### src/rtl/pipe_ctrl_pkg.sv
// Shared definitions for the pipeline stall/flush sequencer:
// opcode constants, FSM state encoding and the packed stage-control bundle.
package pipe_ctrl_pkg;

  // Major opcodes (RV32I encoding)
  localparam logic [6:0] OP_LOAD   = 7'b0000011;
  localparam logic [6:0] OP_STORE  = 7'b0100011;
  localparam logic [6:0] OP_BRANCH = 7'b1100011;
  localparam logic [6:0] OP_JAL    = 7'b1101111;
  localparam logic [6:0] OP_JALR   = 7'b1100111;

  // Memory handshake sequencer states
  typedef enum logic {
    RUN      = 1'b0,
    MEM_WAIT = 1'b1
  } fsm_e;

  // Everything the sequencer drives into the stage registers and dmem
  typedef struct packed {
    logic pc_hold;
    logic if_id_hold;
    logic if_id_bubble;
    logic id_ex_hold;
    logic id_ex_bubble;
    logic ex_me_hold;
    logic me_wb_bubble;
    logic pc_sel_redirect;
    logic dmem_req;
  } ctrl_t;

  // Controls while reset is asserted: nothing held, every bubble forced
  localparam ctrl_t CTRL_RESET = '{
    pc_hold:         1'b0,
    if_id_hold:      1'b0,
    if_id_bubble:    1'b1,
    id_ex_hold:      1'b0,
    id_ex_bubble:    1'b1,
    ex_me_hold:      1'b0,
    me_wb_bubble:    1'b1,
    pc_sel_redirect: 1'b0,
    dmem_req:        1'b0
  };

  // True when the ME stage holds a live load or store
  function automatic logic is_mem_op(input logic valid, input logic [6:0] opcode);
    return valid & ((opcode == OP_LOAD) | (opcode == OP_STORE));
  endfunction

endpackage : pipe_ctrl_pkg

### src/rtl/pipe_ctrl_if.sv
// Pipeline-status / stage-control bundle between the datapath and pipe_ctrl.
// master: the sequencer (reads stage status, drives stage controls and dmem_req).
// slave:  the datapath and data memory side.
interface pipe_ctrl_if;

  // ID stage status
  logic       id_valid;
  logic [4:0] id_rs1;
  logic [4:0] id_rs2;
  logic       id_use_rs1;
  logic       id_use_rs2;

  // EX stage status
  logic       ex_valid;
  logic [6:0] ex_opcode;
  logic [4:0] ex_rd;
  logic       ex_redirect;

  // ME stage status and data-memory handshake
  logic       me_valid;
  logic [6:0] me_opcode;
  logic       dmem_ready;
  logic       dmem_req;

  // Stage register controls
  logic       pc_hold;
  logic       if_id_hold;
  logic       if_id_bubble;
  logic       id_ex_hold;
  logic       id_ex_bubble;
  logic       ex_me_hold;
  logic       me_wb_bubble;
  logic       pc_sel_redirect;
  logic       mem_err;

  modport master (
    input  id_valid, id_rs1, id_rs2, id_use_rs1, id_use_rs2,
    input  ex_valid, ex_opcode, ex_rd, ex_redirect,
    input  me_valid, me_opcode, dmem_ready,
    output dmem_req,
    output pc_hold, if_id_hold, if_id_bubble, id_ex_hold, id_ex_bubble,
    output ex_me_hold, me_wb_bubble, pc_sel_redirect, mem_err
  );

  modport slave (
    output id_valid, id_rs1, id_rs2, id_use_rs1, id_use_rs2,
    output ex_valid, ex_opcode, ex_rd, ex_redirect,
    output me_valid, me_opcode, dmem_ready,
    input  dmem_req,
    input  pc_hold, if_id_hold, if_id_bubble, id_ex_hold, id_ex_bubble,
    input  ex_me_hold, me_wb_bubble, pc_sel_redirect, mem_err
  );

endinterface : pipe_ctrl_if

### src/rtl/pipe_ctrl_hazard_cmp.sv
// Load-use hazard detector: a load in EX whose destination is read by the
// instruction in ID. Register x0 is hard-wired to zero and never conflicts.
module pipe_ctrl_hazard_cmp
  import pipe_ctrl_pkg::*;
(
  input  logic       id_valid,
  input  logic [4:0] id_rs1,
  input  logic [4:0] id_rs2,
  input  logic       id_use_rs1,
  input  logic       id_use_rs2,
  input  logic       ex_valid,
  input  logic [6:0] ex_opcode,
  input  logic [4:0] ex_rd,
  output logic       load_use
);

  logic ex_is_load;
  logic rs1_hit;
  logic rs2_hit;

  // Compare each consumed ID source against the EX load destination
  always_comb begin
    ex_is_load = ex_valid & (ex_opcode == OP_LOAD) & (ex_rd != 5'd0);
    rs1_hit    = id_use_rs1 & (id_rs1 == ex_rd);
    rs2_hit    = id_use_rs2 & (id_rs2 == ex_rd);
    load_use   = ex_is_load & id_valid & (rs1_hit | rs2_hit);
  end

endmodule : pipe_ctrl_hazard_cmp

### src/rtl/pipe_ctrl.sv
// Stall/flush sequencer for the IF/ID/EX/ME/WB pipeline.
//  - one-cycle bubble on an EX-load / ID-use hazard
//  - PC redirect plus two-slot squash on a taken branch/jump resolved in EX
//  - data-memory handshake for the ME instruction, freezing the pipe while
//    dmem is busy and abandoning the access after MEM_TIMEOUT wait cycles
// Optional feature macro: PIPE_CTRL_PERF_EN adds saturating stall / flush
// counters; without it the perf ports read constant zero.
module pipe_ctrl
  import pipe_ctrl_pkg::*;
#(
  parameter int MEM_TIMEOUT = 16,  // wait cycles tolerated before abort, >= 1
  parameter int TO_W        = 5    // wait counter width, must hold MEM_TIMEOUT
) (
  input  logic        clock,
  input  logic        reset,
  pipe_ctrl_if.master bus,
  output logic [31:0] perf_stall_cycles,
  output logic [31:0] perf_flush_cnt
);

  localparam logic [TO_W-1:0] TIMEOUT_CNT = TO_W'(MEM_TIMEOUT);
  localparam logic [TO_W-1:0] CNT_ONE     = TO_W'(1);

  fsm_e            state_q,    state_d;
  logic [TO_W-1:0] wait_cnt_q, wait_cnt_d;
  logic            mem_err_q,  mem_err_d;

  logic  mem_op;
  logic  redirect;
  logic  load_use;
  logic  mem_freeze;   // whole pipe frozen behind dmem this cycle
  logic  mem_abort;    // wait budget exhausted, ME access dropped
  ctrl_t ctrl;

  assign mem_op   = is_mem_op(bus.me_valid, bus.me_opcode);
  assign redirect = bus.ex_valid & bus.ex_redirect;

  pipe_ctrl_hazard_cmp u_hazard_cmp (
    .id_valid   (bus.id_valid),
    .id_rs1     (bus.id_rs1),
    .id_rs2     (bus.id_rs2),
    .id_use_rs1 (bus.id_use_rs1),
    .id_use_rs2 (bus.id_use_rs2),
    .ex_valid   (bus.ex_valid),
    .ex_opcode  (bus.ex_opcode),
    .ex_rd      (bus.ex_rd),
    .load_use   (load_use)
  );

  // Classify the memory handshake outcome for this cycle
  always_comb begin
    mem_freeze = 1'b0;
    mem_abort  = 1'b0;
    unique case (state_q)
      RUN: begin
        // A miss on the first cycle already freezes the pipe
        mem_freeze = mem_op & ~bus.dmem_ready;
      end
      MEM_WAIT: begin
        if (!bus.dmem_ready) begin
          if (wait_cnt_q == TIMEOUT_CNT) mem_abort  = 1'b1;
          else                           mem_freeze = 1'b1;
        end
      end
      default: ;
    endcase
  end

  // State register: FSM, wait counter and sticky error flag
  always_ff @(posedge clock) begin
    // NOTE: non-blocking assignments so every flop samples pre-edge values.
    if (reset) begin
      state_q    <= RUN;
      wait_cnt_q <= '0;
      mem_err_q  <= 1'b0;
    end else begin
      state_q    <= state_d;
      wait_cnt_q <= wait_cnt_d;
      mem_err_q  <= mem_err_d;
    end
  end

  // Next-state logic for the memory handshake
  always_comb begin
    // NOTE: hold-current defaults first, so no path leaves a signal unassigned (no latch).
    state_d    = state_q;
    wait_cnt_d = wait_cnt_q;
    mem_err_d  = mem_err_q;
    unique case (state_q)
      RUN: begin
        if (mem_op && !bus.dmem_ready) begin
          state_d    = MEM_WAIT;
          wait_cnt_d = CNT_ONE;
        end
      end
      MEM_WAIT: begin
        if (bus.dmem_ready) begin
          state_d    = RUN;
          wait_cnt_d = '0;
        end else if (wait_cnt_q == TIMEOUT_CNT) begin
          state_d    = RUN;
          wait_cnt_d = '0;
          mem_err_d  = 1'b1;
        end else begin
          wait_cnt_d = wait_cnt_q + CNT_ONE;
        end
      end
      default: begin
        state_d    = RUN;
        wait_cnt_d = '0;
      end
    endcase
  end

  // Output logic: stage holds/bubbles, redirect select and dmem request
  always_comb begin
    ctrl = '0;
    if (reset) begin
      ctrl = CTRL_RESET;
    end else begin
      // The request stays up for the whole wait, including the release cycle
      ctrl.dmem_req = (state_q == MEM_WAIT) | mem_op;
      if (mem_freeze) begin
        // Full freeze: everything up to EX/ME holds, WB receives nothing.
        // Redirect and load-use wait, since EX and ID are frozen with them.
        ctrl.pc_hold      = 1'b1;
        ctrl.if_id_hold   = 1'b1;
        ctrl.id_ex_hold   = 1'b1;
        ctrl.ex_me_hold   = 1'b1;
        ctrl.me_wb_bubble = 1'b1;
      end else begin
        // Normal flow, zero-wait completion, or the release cycle of a wait.
        // A timed-out access must not reach WB.
        ctrl.me_wb_bubble = mem_abort;
        if (redirect) begin
          ctrl.pc_sel_redirect = 1'b1;
          ctrl.if_id_bubble    = 1'b1;
          ctrl.id_ex_bubble    = 1'b1;
        end else if (load_use) begin
          // ID/EX takes a bubble while PC and IF/ID replay the consumer
          ctrl.pc_hold      = 1'b1;
          ctrl.if_id_hold   = 1'b1;
          ctrl.id_ex_bubble = 1'b1;
        end
      end
    end
  end

  assign bus.pc_hold         = ctrl.pc_hold;
  assign bus.if_id_hold      = ctrl.if_id_hold;
  assign bus.if_id_bubble    = ctrl.if_id_bubble;
  assign bus.id_ex_hold      = ctrl.id_ex_hold;
  assign bus.id_ex_bubble    = ctrl.id_ex_bubble;
  assign bus.ex_me_hold      = ctrl.ex_me_hold;
  assign bus.me_wb_bubble    = ctrl.me_wb_bubble;
  assign bus.pc_sel_redirect = ctrl.pc_sel_redirect;
  assign bus.dmem_req        = ctrl.dmem_req;
  assign bus.mem_err         = mem_err_q;

`ifdef PIPE_CTRL_PERF_EN
  logic [31:0] perf_stall_q, perf_stall_d;
  logic [31:0] perf_flush_q, perf_flush_d;

  // Saturating event counters: PC-hold cycles and redirect cycles
  always_comb begin
    perf_stall_d = perf_stall_q;
    perf_flush_d = perf_flush_q;
    if (ctrl.pc_hold && (perf_stall_q != '1))         perf_stall_d = perf_stall_q + 32'd1;
    if (ctrl.pc_sel_redirect && (perf_flush_q != '1)) perf_flush_d = perf_flush_q + 32'd1;
  end

  // Counter registers, cleared by reset
  always_ff @(posedge clock) begin
    if (reset) begin
      perf_stall_q <= '0;
      perf_flush_q <= '0;
    end else begin
      perf_stall_q <= perf_stall_d;
      perf_flush_q <= perf_flush_d;
    end
  end

  assign perf_stall_cycles = perf_stall_q;
  assign perf_flush_cnt    = perf_flush_q;
`else
  assign perf_stall_cycles = '0;
  assign perf_flush_cnt    = '0;
`endif

endmodule : pipe_ctrl

### src/flat_wrapper.sv
// flat-port wrapper written by rule: the top's interface ports become plain ports
module pipe_ctrl_flat import pipe_ctrl_pkg::*;
#(
  parameter int MEM_TIMEOUT = 16,                                             
  parameter int TO_W        = 5                                                
)
  (clock, reset, perf_stall_cycles, perf_flush_cnt, bus_id_valid, bus_id_rs1, bus_id_rs2, bus_id_use_rs1, bus_id_use_rs2, bus_ex_valid, bus_ex_opcode, bus_ex_rd, bus_ex_redirect, bus_me_valid, bus_me_opcode, bus_dmem_ready, bus_dmem_req, bus_pc_hold, bus_if_id_hold, bus_if_id_bubble, bus_id_ex_hold, bus_id_ex_bubble, bus_ex_me_hold, bus_me_wb_bubble, bus_pc_sel_redirect, bus_mem_err);
  pipe_ctrl_if bus_i ();
  input  logic clock;
  input  logic reset;
  output logic [31:0] perf_stall_cycles;
  output logic [31:0] perf_flush_cnt;
  input wire logic [$bits(bus_i.id_valid)-1:0] bus_id_valid;
  input wire logic [$bits(bus_i.id_rs1)-1:0] bus_id_rs1;
  input wire logic [$bits(bus_i.id_rs2)-1:0] bus_id_rs2;
  input wire logic [$bits(bus_i.id_use_rs1)-1:0] bus_id_use_rs1;
  input wire logic [$bits(bus_i.id_use_rs2)-1:0] bus_id_use_rs2;
  input wire logic [$bits(bus_i.ex_valid)-1:0] bus_ex_valid;
  input wire logic [$bits(bus_i.ex_opcode)-1:0] bus_ex_opcode;
  input wire logic [$bits(bus_i.ex_rd)-1:0] bus_ex_rd;
  input wire logic [$bits(bus_i.ex_redirect)-1:0] bus_ex_redirect;
  input wire logic [$bits(bus_i.me_valid)-1:0] bus_me_valid;
  input wire logic [$bits(bus_i.me_opcode)-1:0] bus_me_opcode;
  input wire logic [$bits(bus_i.dmem_ready)-1:0] bus_dmem_ready;
  output wire logic [$bits(bus_i.dmem_req)-1:0] bus_dmem_req;
  output wire logic [$bits(bus_i.pc_hold)-1:0] bus_pc_hold;
  output wire logic [$bits(bus_i.if_id_hold)-1:0] bus_if_id_hold;
  output wire logic [$bits(bus_i.if_id_bubble)-1:0] bus_if_id_bubble;
  output wire logic [$bits(bus_i.id_ex_hold)-1:0] bus_id_ex_hold;
  output wire logic [$bits(bus_i.id_ex_bubble)-1:0] bus_id_ex_bubble;
  output wire logic [$bits(bus_i.ex_me_hold)-1:0] bus_ex_me_hold;
  output wire logic [$bits(bus_i.me_wb_bubble)-1:0] bus_me_wb_bubble;
  output wire logic [$bits(bus_i.pc_sel_redirect)-1:0] bus_pc_sel_redirect;
  output wire logic [$bits(bus_i.mem_err)-1:0] bus_mem_err;
  assign bus_i.id_valid = bus_id_valid;
  assign bus_i.id_rs1 = bus_id_rs1;
  assign bus_i.id_rs2 = bus_id_rs2;
  assign bus_i.id_use_rs1 = bus_id_use_rs1;
  assign bus_i.id_use_rs2 = bus_id_use_rs2;
  assign bus_i.ex_valid = bus_ex_valid;
  assign bus_i.ex_opcode = bus_ex_opcode;
  assign bus_i.ex_rd = bus_ex_rd;
  assign bus_i.ex_redirect = bus_ex_redirect;
  assign bus_i.me_valid = bus_me_valid;
  assign bus_i.me_opcode = bus_me_opcode;
  assign bus_i.dmem_ready = bus_dmem_ready;
  assign bus_dmem_req = bus_i.dmem_req;
  assign bus_pc_hold = bus_i.pc_hold;
  assign bus_if_id_hold = bus_i.if_id_hold;
  assign bus_if_id_bubble = bus_i.if_id_bubble;
  assign bus_id_ex_hold = bus_i.id_ex_hold;
  assign bus_id_ex_bubble = bus_i.id_ex_bubble;
  assign bus_ex_me_hold = bus_i.ex_me_hold;
  assign bus_me_wb_bubble = bus_i.me_wb_bubble;
  assign bus_pc_sel_redirect = bus_i.pc_sel_redirect;
  assign bus_mem_err = bus_i.mem_err;
  pipe_ctrl #(.MEM_TIMEOUT(MEM_TIMEOUT), .TO_W(TO_W)) u_core (.clock(clock), .reset(reset), .bus(bus_i), .perf_stall_cycles(perf_stall_cycles), .perf_flush_cnt(perf_flush_cnt));
endmodule
### config.mk
export PLATFORM = sky130hd
export DESIGN_NAME = pipe_ctrl_flat
export DESIGN_NICKNAME = d
export VERILOG_FILES = /design/src/rtl/pipe_ctrl_pkg.sv /design/src/rtl/pipe_ctrl_if.sv /design/src/rtl/pipe_ctrl_hazard_cmp.sv /design/src/rtl/pipe_ctrl.sv /design/src/flat_wrapper.sv
export SDC_FILE = /design/constraint.sdc
export NUM_CORES = 1
export LEC_CHECK = 0
export ABC_AREA = 1
export BUFFER_PORTS_ARGS = -buffer_cell sky130_fd_sc_hd__buf_2
export CORE_MARGIN = 2
export CORE_UTILIZATION = 33
export DETAILED_ROUTE_END_ITERATION = 12
export PLACE_DENSITY = 0.72
export SLEW_MARGIN = 0
export SYNTH_ARGS = -nofsm -noshare
export SYNTH_HDL_FRONTEND = slang
export SYNTH_HIERARCHICAL = 1
export SYNTH_SLANG_ARGS = --single-unit
### constraint.sdc
create_clock -name clock -period 3.6 [get_ports clock]
set_input_delay 0.18 -clock clock [delete_from_list [all_inputs] [get_ports clock]]
set_output_delay 0.18 -clock clock [all_outputs]
set_load 0.01 [all_outputs]
==> results.yml <==
worst_setup_path:
  critPathArrivalTime_ns: 1.54
  setup.worst_path.class: "flip-flop to output port"
  worstSetupStartpointType: "flip-flop"
  required_ns: 3.42
  ff2ff_path_depth: 9
  path_max_fanout: 5
  end_kind: "output port"
cells_and_area:
  nets: 295
  multiInputGateArea_um2: 746
  n_antenna_cell: 0
  fillers: 408
  seq_area_um2: 140
  layout-drive-gt1-share_pct: 27.6
  syn2layout_area_growth_pct: 5.65
die:
  dieHeight_um: 65.9
  fp.coreArea_um2: 3660
  die_width_um: 65.9
  rows: 22
  dieArea_um2: 4340
  start_util_pct: 34.5
  io_pins: 112
global_route:
  grt-ovfl-total: 0
  grt_pass1_vias: 889
  grt_max_degree: 9
  antenna_found_initial: 0
  grt_pass1_wl_mm: 3.52
  grt_use_total_pct: 10.3
timing:
  maxSlewViolCount: 0
  period_needed_ns: 1.72
  timing.fmax_ghz: 0.583
  hold_violations: 0
  fin_skew_ns: 0.00220
  fin_tns_setup_ns: 0
  setup_viol: 0
  rsz0062_at_grt: "false"
  finalCritPeriodShare_pct: 47.7
routing:
  drt-total-wl_mm: 2.36
  drc: 0
  num_vias: 1149
  routed_via_density: 3.80
  dr_wl_met2_mm: 1.19
  top_layer: "met4"
  wl_met1_um: 887
  wl_per_cell_um: 7.81
  drt_pass1_iterations: 4
  wl_met3_um: 278
  drt_iter0_markers: 48
  ant_nets: 0
pwr:
  ir_drop_mv: 0.0837
  p_leak_nw: 0.861
  p_total_mw: 0.275
  powerDensity_nw_per_um2: 206
synthesis:
  ys_top_cells_by_area: "buf_4 (39%), nand2_1 (12%), dfxtp_1 (11%)"
  synth_top_cell_by_area: "buf_4"
  yosysUniqueCellTypes: 24
  ys_warn_count: 6
  synth_top_cells_by_count: "buf_4 (66), nand2_1 (41), inv_1 (23), nor2_1 (17), nand3_1 (14)"
  syn_area_um2: 1260
  yosysMostFrequentCell: "buf_4"
  synth_adder_area_share_pct: 1.98
  synth_compound_area_share_pct: 5.35
  synth-async-reset-ratio_pct: 0
  synth-xor-area-share_pct: 0
  synth_edf_count: 0
  post_synth_and_or_nand_nor_area_fraction_pct: 32.7
  synth_top_family_by_area: "buffers and inverters"
  ys_ff_latch: 7
  ys.flop_type: "dfxtp_1"
  synthCells: 208
  yosysSeqAreaShare_pct: 11.1
  yosysTopAreaCellShare_pct: 39.2
  synthMuxAreaShare_pct: 0
  avgSynthCellArea_um2: 6.07
min_path:
  hold_depth: 2
  hold_path.class: "primary input to flip-flop"
run:
  max_cap_violations: 0
placed_design:
  place_congestion: 0.797
  io_buffer_count: 46
  place_hpwl_mm: 2.09
clock_network:
  numCtsBuffers: 3
  worstSkewPairLatency_ns: 0.23
  postCtsHoldBufs: 0
  cts_buffer_depth: 2
  root_buffer: "clkbuf_8"
  path_clk_slew_ns: 0.04
  post_cts_resized: 0
  cts_max_level: 1
  cts_setup_buffers: 0
  cts_tree: "built"
  cts.sinks: 7
run_status:
  status: "finished clean"
-- cell type report --
cell class / instances / share of cell area, %
tap: 48 / 4.50
sequential: 7 / 10.5
multi-input combinational: 167 / 55.9
inverter: 30 / 8.44
timing repair buffer: 46 / 17.3
clock buffer: 4 / 3.38
-- power by group --
group	total (mW)	switching, mW	internal [mW]	leakage [nW]
Combinational	0.0870	0.0601	0.0269	0.782
Sequential	0.0781	0.000106	0.0780	0.0564
Clock	0.110	0.0331	0.0765	0.0228
-- metal layers --
metal | vias to the layer above | GRT usage (%)
li1 | 596 | -
met1 | 483 | 11.3
met2 | 68 | 19.7
met3 | 2 | 3.24
met4 | 0 | 0.781
met5 | - | 0
-- worst paths after layout --
path,from,to,slack (ns)
worst max-delay path,u_core/wait_cnt_q[0]$_SDFFE_PP0P_,bus_if_id_hold,1.88
worst min-delay path,reset,u_core/wait_cnt_q[3]$_SDFFE_PP0P_,0.22
worst max register to register,u_core/wait_cnt_q[0]$_SDFFE_PP0P_,u_core/wait_cnt_q[4]$_SDFFE_PP0P_,2.30
worst min register to register,u_core/bus.mem_err$_SDFFE_PP0P_,u_core/bus.mem_err$_SDFFE_PP0P_,0.47
-- flip-flops by register name, indices dropped and copies added, names as in the netlist --
| name | cells |
|---|---|
| u_core/state_q | 1 |
| u_core/wait_cnt_q | 5 |
| u_core/bus.mem_err | 1 |
-- critical path, cell delays in order (launching register included) --
cell and delay (ns):
dfxtp_1 0.39, inv_1 0.10, ha_1 0.20, nand2_1 0.06, inv_1 0.04, nand2_2 0.09
nand2_4 0.07, nand2_1 0.07, nand2_1 0.07, nand2_1 0.09, buf_2 0.14
-- through the flow --
step           cells  cell area (um2)  hold WS (ns)  worst slack [ns]  utilization, %
2_1_floorplan    271             1500         0.389              2.21               -
3_3_place_gp     298             1290         0.444              2.17            35.2
3_5_place_dp     298             1290         0.456              2.12            35.2
4_1_cts          302             1330         0.221              1.87            36.4
5_1_grt          302             1330         0.245              1.73            36.4
6_report         302             1330         0.221              1.88            36.4
-- cells in the final DEF, fill, tap and decap left out, drive strengths merged --
cell type  netlist  routed
a21oi            7       7
buf             67      46
clkbuf           0       4
conb             1      64
dfxtp            7       7
ha               2       2
inv             30      30
nand2           46      46
nand3           16      16
nand4            4       4
nor2            21      21
nor3             1       1
nor3b            1       1
o21a             1       1
o21ai            2       2
o21bai           1       1
or2              1       1
-- cells by family after synthesis --
family | count (synthesis)
buffers and inverters | 97
and+or+nand+nor | 90
AOI/OAI and AO/OA | 11
DFF | 7
adders and majority gates | 2
other | 1
No activity file was read; power rests on OpenSTA's default activity.
